**src/rtl/nrbs_pkg.sv**
```systemverilog
// Shared definitions for the bit-serial ripple-borrow subtractor.
// Holds the FSM state encoding and the counter-width helper.
package nrbs_pkg;

    typedef enum logic {
        ST_IDLE = 1'b0,
        ST_RUN  = 1'b1
    } state_t;

    // A counter must stay at least one bit wide, even when n=1.
    function automatic int CNT_W(input int n);
        return (n > 1) ? $clog2(n) : 1;
    endfunction

endpackage

```
**src/rtl/nrbs_serial_if.sv**
```systemverilog
// Start/busy/valid request-result bundle for nrbs_serial.
// The bench drives it through the master view; the subtractor uses the slave view.
interface nrbs_serial_if #(
    parameter int N = 8
);
    logic         start;
    logic [N-1:0] a;
    logic [N-1:0] b;
    logic         bin;
    logic         busy;
    logic         valid;
    logic [N-1:0] diff;
    logic         bout;

    modport master (
        output start, a, b, bin,
        input  busy, valid, diff, bout
    );

    modport slave (
        input  start, a, b, bin,
        output busy, valid, diff, bout
    );
endinterface

```
**src/rtl/fs_cell.sv**
```systemverilog
// Combinational one-bit full subtractor: computes a - b - bin.
// Produces the difference bit and the borrow passed on to the next bit.
module fs_cell (
    input  logic a,
    input  logic b,
    input  logic bin,
    output logic d,
    output logic bout
);
    assign d    = a ^ b ^ bin;
    assign bout = (~a & b) | (~(a ^ b) & bin);
endmodule

```
**src/rtl/nrbs_serial.sv**
```systemverilog
// Bit-serial n-bit subtractor: diff = a - b - bin, one bit per clock, LSB first,
// through a single full-subtractor cell, behind a start/busy/valid handshake.
module nrbs_serial
    import nrbs_pkg::*;
#(
    parameter int n = 8
) (
    input  logic         clk,
    input  logic         rst,
    nrbs_serial_if.slave bus
);
    localparam int              CW       = CNT_W(n);
    localparam logic [CW-1:0]   CNT_LAST = CW'(n - 1);

    state_t         r_state;
    state_t         w_state_next;
    logic [CW-1:0]  r_cnt;
    logic [n-1:0]   r_a_sh;
    logic [n-1:0]   r_b_sh;
    logic [n-1:0]   r_d_sh;
    logic           r_br;
    logic           r_busy;
    logic           r_valid;
    logic [n-1:0]   r_diff;
    logic           r_bout;

    logic           w_load;
    logic           w_step;
    logic           w_done;
    logic           w_d;
    logic           w_br_next;
    logic [n-1:0]   w_a_sh_next;
    logic [n-1:0]   w_b_sh_next;
    logic [n-1:0]   w_d_sh_next;

    fs_cell u_fs_cell (
        .a    (r_a_sh[0]),
        .b    (r_b_sh[0]),
        .bin  (r_br),
        .d    (w_d),
        .bout (w_br_next)
    );

    // Operands drain towards bit 0; result bits enter at the MSB so that
    // after n steps the first-computed bit has reached bit 0.
    generate
        if (n == 1) begin : g_shift_one
            assign w_a_sh_next = 1'b0;
            assign w_b_sh_next = 1'b0;
            assign w_d_sh_next = w_d;
        end else begin : g_shift_wide
            assign w_a_sh_next = {1'b0, r_a_sh[n-1:1]};
            assign w_b_sh_next = {1'b0, r_b_sh[n-1:1]};
            assign w_d_sh_next = {w_d, r_d_sh[n-1:1]};
        end
    endgenerate

    always_comb begin
        w_state_next = r_state;
        w_load       = 1'b0;
        w_step       = 1'b0;
        w_done       = 1'b0;
        case (r_state)
            ST_IDLE: begin
                if (bus.start) begin
                    w_state_next = ST_RUN;
                    w_load       = 1'b1;
                end
            end
            ST_RUN: begin
                w_step = 1'b1;
                if (r_cnt == CNT_LAST) begin
                    w_done       = 1'b1;
                    w_state_next = ST_IDLE;
                end
            end
            default: w_state_next = ST_IDLE;
        endcase
    end

    always_ff @(posedge clk) begin
        if (rst) begin
            r_state <= ST_IDLE;
            r_cnt   <= '0;
            r_a_sh  <= '0;
            r_b_sh  <= '0;
            r_d_sh  <= '0;
            r_br    <= 1'b0;
            r_busy  <= 1'b0;
            r_valid <= 1'b0;
            r_diff  <= '0;
            r_bout  <= 1'b0;
        end else begin
            r_state <= w_state_next;
            r_busy  <= (w_state_next == ST_RUN);
            r_valid <= w_done;
            if (w_load) begin
                r_a_sh <= bus.a;
                r_b_sh <= bus.b;
                r_br   <= bus.bin;
                r_cnt  <= '0;
                r_d_sh <= '0;
            end else if (w_step) begin
                r_a_sh <= w_a_sh_next;
                r_b_sh <= w_b_sh_next;
                r_d_sh <= w_d_sh_next;
                r_br   <= w_br_next;
                r_cnt  <= r_cnt + CW'(1);
            end
            // Result registers hold until the next completion.
            if (w_done) begin
                r_diff <= w_d_sh_next;
                r_bout <= w_br_next;
            end
        end
    end

    assign bus.busy  = r_busy;
    assign bus.valid = r_valid;
    assign bus.diff  = r_diff;
    assign bus.bout  = r_bout;

endmodule

```
**src/flat_wrapper.sv**
```systemverilog
// flat-port wrapper written by rule: the top's interface ports become plain ports
module nrbs_serial_flat import nrbs_pkg::*;
#(
    parameter int n = 8
)
  (clk, rst, bus_start, bus_a, bus_b, bus_bin, bus_busy, bus_valid, bus_diff, bus_bout);
  nrbs_serial_if #(.N(8)) bus_i ();
  input  logic clk;
  input  logic rst;
  input wire logic [$bits(bus_i.start)-1:0] bus_start;
  input wire logic [$bits(bus_i.a)-1:0] bus_a;
  input wire logic [$bits(bus_i.b)-1:0] bus_b;
  input wire logic [$bits(bus_i.bin)-1:0] bus_bin;
  output wire logic [$bits(bus_i.busy)-1:0] bus_busy;
  output wire logic [$bits(bus_i.valid)-1:0] bus_valid;
  output wire logic [$bits(bus_i.diff)-1:0] bus_diff;
  output wire logic [$bits(bus_i.bout)-1:0] bus_bout;
  assign bus_i.start = bus_start;
  assign bus_i.a = bus_a;
  assign bus_i.b = bus_b;
  assign bus_i.bin = bus_bin;
  assign bus_busy = bus_i.busy;
  assign bus_valid = bus_i.valid;
  assign bus_diff = bus_i.diff;
  assign bus_bout = bus_i.bout;
  nrbs_serial #(.n(n)) u_core (.clk(clk), .rst(rst), .bus(bus_i));
endmodule
```
**config.mk**
```make
export PLATFORM = sky130hd
export DESIGN_NAME = nrbs_serial_flat
export DESIGN_NICKNAME = d
export VERILOG_FILES = /design/src/rtl/nrbs_pkg.sv /design/src/rtl/nrbs_serial_if.sv /design/src/rtl/fs_cell.sv /design/src/rtl/nrbs_serial.sv /design/src/flat_wrapper.sv
export SDC_FILE = /design/constraint.sdc
export NUM_CORES = 1
export LEC_CHECK = 0
export ABC_AREA = 1
export CAP_MARGIN = 20
export CORE_MARGIN = 4
export CORE_UTILIZATION = 49
export DETAILED_ROUTE_END_ITERATION = 10
export GPL_TIMING_DRIVEN = 1
export PLACE_DENSITY = 0.77
export SYNTH_ARGS = -nofsm -noshare
export SYNTH_HDL_FRONTEND = slang
export SYNTH_SLANG_ARGS = --single-unit
```
**constraint.sdc**
```tcl
create_clock -name clk -period 3 [get_ports clk]
set_clock_uncertainty 0.05 [all_clocks]
set_input_delay 0.45 -clock clk [delete_from_list [all_inputs] [get_ports clk]]
set_output_delay 0.45 -clock clk [all_outputs]
set_load 0.01 [all_outputs]
```
==> flow_summary.yaml <==
drt:
  wl_met3_um: 138
  routed_wl_mm: 3.12
  wl_met1_mm: 1.48
  vias: 1379
  wl_met2_mm: 1.41
  wire_per_inst_um: 10.7
  drtAntennaViolNets: 0
  drt_iter0_drc: 72
  drc_errors: 0
  first_pass_iters: 4
  viasPerCell: 4.76
  top_layer_used: "met4"
pwr:
  power_mw: 1.09
  cellPowerDensity_mw_per_mm2: 546
  p_int_uw: 852
  power_frac_seq_pct: 48.8
  switching_share_pct: 21.9
  comb_power_share_pct: 9.5
  power.leakage_nw: 0.927
  ir_worst_vdd_uv: 291
  p_switching_uw: 239
  clockPowerShare_pct: 41.7
worst_setup_path:
  required_ns: 2.50
  slowest_delay_ns: 0.63
  arrival_ns: 1.62
  end_kind: "primary output"
  worstSetupPathDepth: 1
  path_buf_inv: 1
  crit_slowest_cell: "dfxtp_1"
  r2r_cells: 6
  crit_type: "register to primary output"
  crit_family: "flip-flops"
  cp_cell_sequence: "clkdlybuf4s50_1"
  r2r-start: "u_core.bus.busy"
  cp_max_fo: 14
  cp-startpoint: "u_core.bus.busy"
  r2r_setup_slack_ns: 1.32
  start_kind: "register"
sta:
  holdWs_ns: 0.403
  slew_violations: 0
  worst_slew_pin_slew_ns: 0.469
  rsz0062_at_grt: "false"
  relSlewSlack_pct: 68.7
  hold_viol: 0
  tns_ns: 0
  setup-violations-final: 0
  fin_crit_ns: 2.12
  fmax_mhz: 472
  final.period_utilization_pct: 70.6
clocking:
  cts-root-buf: "clkbuf_4"
  cts_resized: 0
  cts_max_level: 2
  cts_tree: "built"
  clk_latency_ns: 0.35
  clockBufferDepth: 2
  post-cts-setup-buffers: 0
  cts_hold_buf: 0
  cts_inserted_buffers: 5
  clock_sinks: 38
  clk_pin_slew_ns: 0.11
job:
  maxCapViolations: 0
worst_hold_path:
  hold_start: "u_core.r_d_sh[1]"
  hold_depth: 2
  hold_class: "register to register"
synthesis:
  syn_nets: 239
  avgSynthCellArea_um2: 7.33
  ys_ff_latch: 38
  synth_warnings: 0
  synth-seq-area-share_pct: 48.1
  synth.distinct_cells: 18
  syn_inst: 216
  mappedNetlistArea_mm2: 0.00158
final_layout:
  register_area_um2: 761
  fill_cells: 299
  fin_nets: 268
  drive_gt1_share_pct: 6.91
  final_common_cell: "nand2_1"
  synthToLayoutAreaGrowth_pct: 26.2
  diodes: 0
  multiInputGateArea_um2: 672
  layout_common_cells: "84 x nand2_1, 39 x nand3_1, 38 x dfxtp_1, 30 x clkdlybuf4s50_1, 19 x inv_1"
grt:
  grt_pass1_wl_mm: 5.51
  grt_pass1_vias: 1260
  grt_use_total_pct: 17.0
  gr-total-overflow: 0
  antenna_found_initial: 0
  grt_max_degree: 28
floorplan:
  die_area_mm2: 0.00420
  die_h_um: 64.8
  pin_count: 31
  die_width_um: 64.8
  rows: 20
  core_mm2: 0.00308
  start_util_pct: 51.4
place:
  globalplace.congestion: 0.729
  port_buffers: 30
  dp_hpwl_mm: 2.05
outcome:
  outcome: "finished clean"
layout make-up:
type / count / area share (%)
repair buffers: 32 / 15.8
well taps: 44 / 2.76
multi-input cells: 146 / 33.6
inverters: 22 / 4.14
clock buffers: 6 / 2.57
flip-flops and latches: 38 / 38.1
clock inverters: 2 / 3.01
metrics by stage:
stage          cells  cell area (um^2)  setup WS [ns]  util, %
2_1_floorplan    216              1580           1.80        -
3_3_place_gp     282              1890           1.16     61.3
3_5_place_dp     282              1890           1.12     61.3
6_report         290              2000          0.881     64.9
4_1_cts          290              2000          0.856     64.9
5_1_grt          290              2000          0.777     64.9
cells in the mapped netlist:
cell type  instances  area [um^2]
a21oi_1           11         55.1
inv_2              3         11.3
fa_1               1         20.0
inv_1             19         71.3
nand3_2            1         10.0
buf_6              3         33.8
ha_1               2         25.0
xnor2_1            1         8.76
buf_2              6         30.0
nand2_2            1         6.26
nand2_1           84          315
nand3_1           39          195
buf_1              1         3.75
nor2_4             1         11.3
o21ai_2            1         8.76
dfxtp_1           38          761
o21ai_0            1         5.00
nor2_1             3         11.3
kinds of logic after synthesis:
| logic type | after synthesis | synth area share [%] |
|---|---|---|
| xor gates and xnor gates | 1 | 0.553 |
| DFF | 38 | 48.1 |
| buffers and inverters | 32 | 9.49 |
| and+or+nand+nor | 129 | 34.7 |
| adders and majority gates | 3 | 2.85 |
| AOI/OAI and AO/OA | 13 | 4.35 |
final timing paths:
check	end
max	bus_busy
min	u_core.bus.diff[0]
max reg2reg	u_core.r_a_sh[3]
min reg2reg	u_core.bus.diff[0]
flip-flops by register name (all words and copies together), names as in the netlist:
name              flops
u_core.r_cnt          3
u_core.bus.bout       1
u_core.r_d_sh         7
u_core.r_a_sh         8
u_core.bus.diff       8
u_core.bus.busy       1
u_core.r_b_sh         8
u_core.bus.valid      1
u_core.r_br           1
routing by layer:
metal / track usage, % / up-vias
met1: 21.7 / 614
met5: 0 / -
met3: 4.16 / 7
li1: - / 736
met2: 25.4 / 22
met4: 11.1 / 0
power groups by stage:
stage	clock (mW)	combinational [mW]	sequential, mW
final	0.454	0.104	0.533
after global routing	0.483	0.117	0.536
after CTS	0.463	0.105	0.533
after detailed placement	0	0.104	0.544
after global placement	0	0.102	0.544
after floorplan	0	0.0708	0.541
Note: power is estimated with default switching activity, not from simulation.
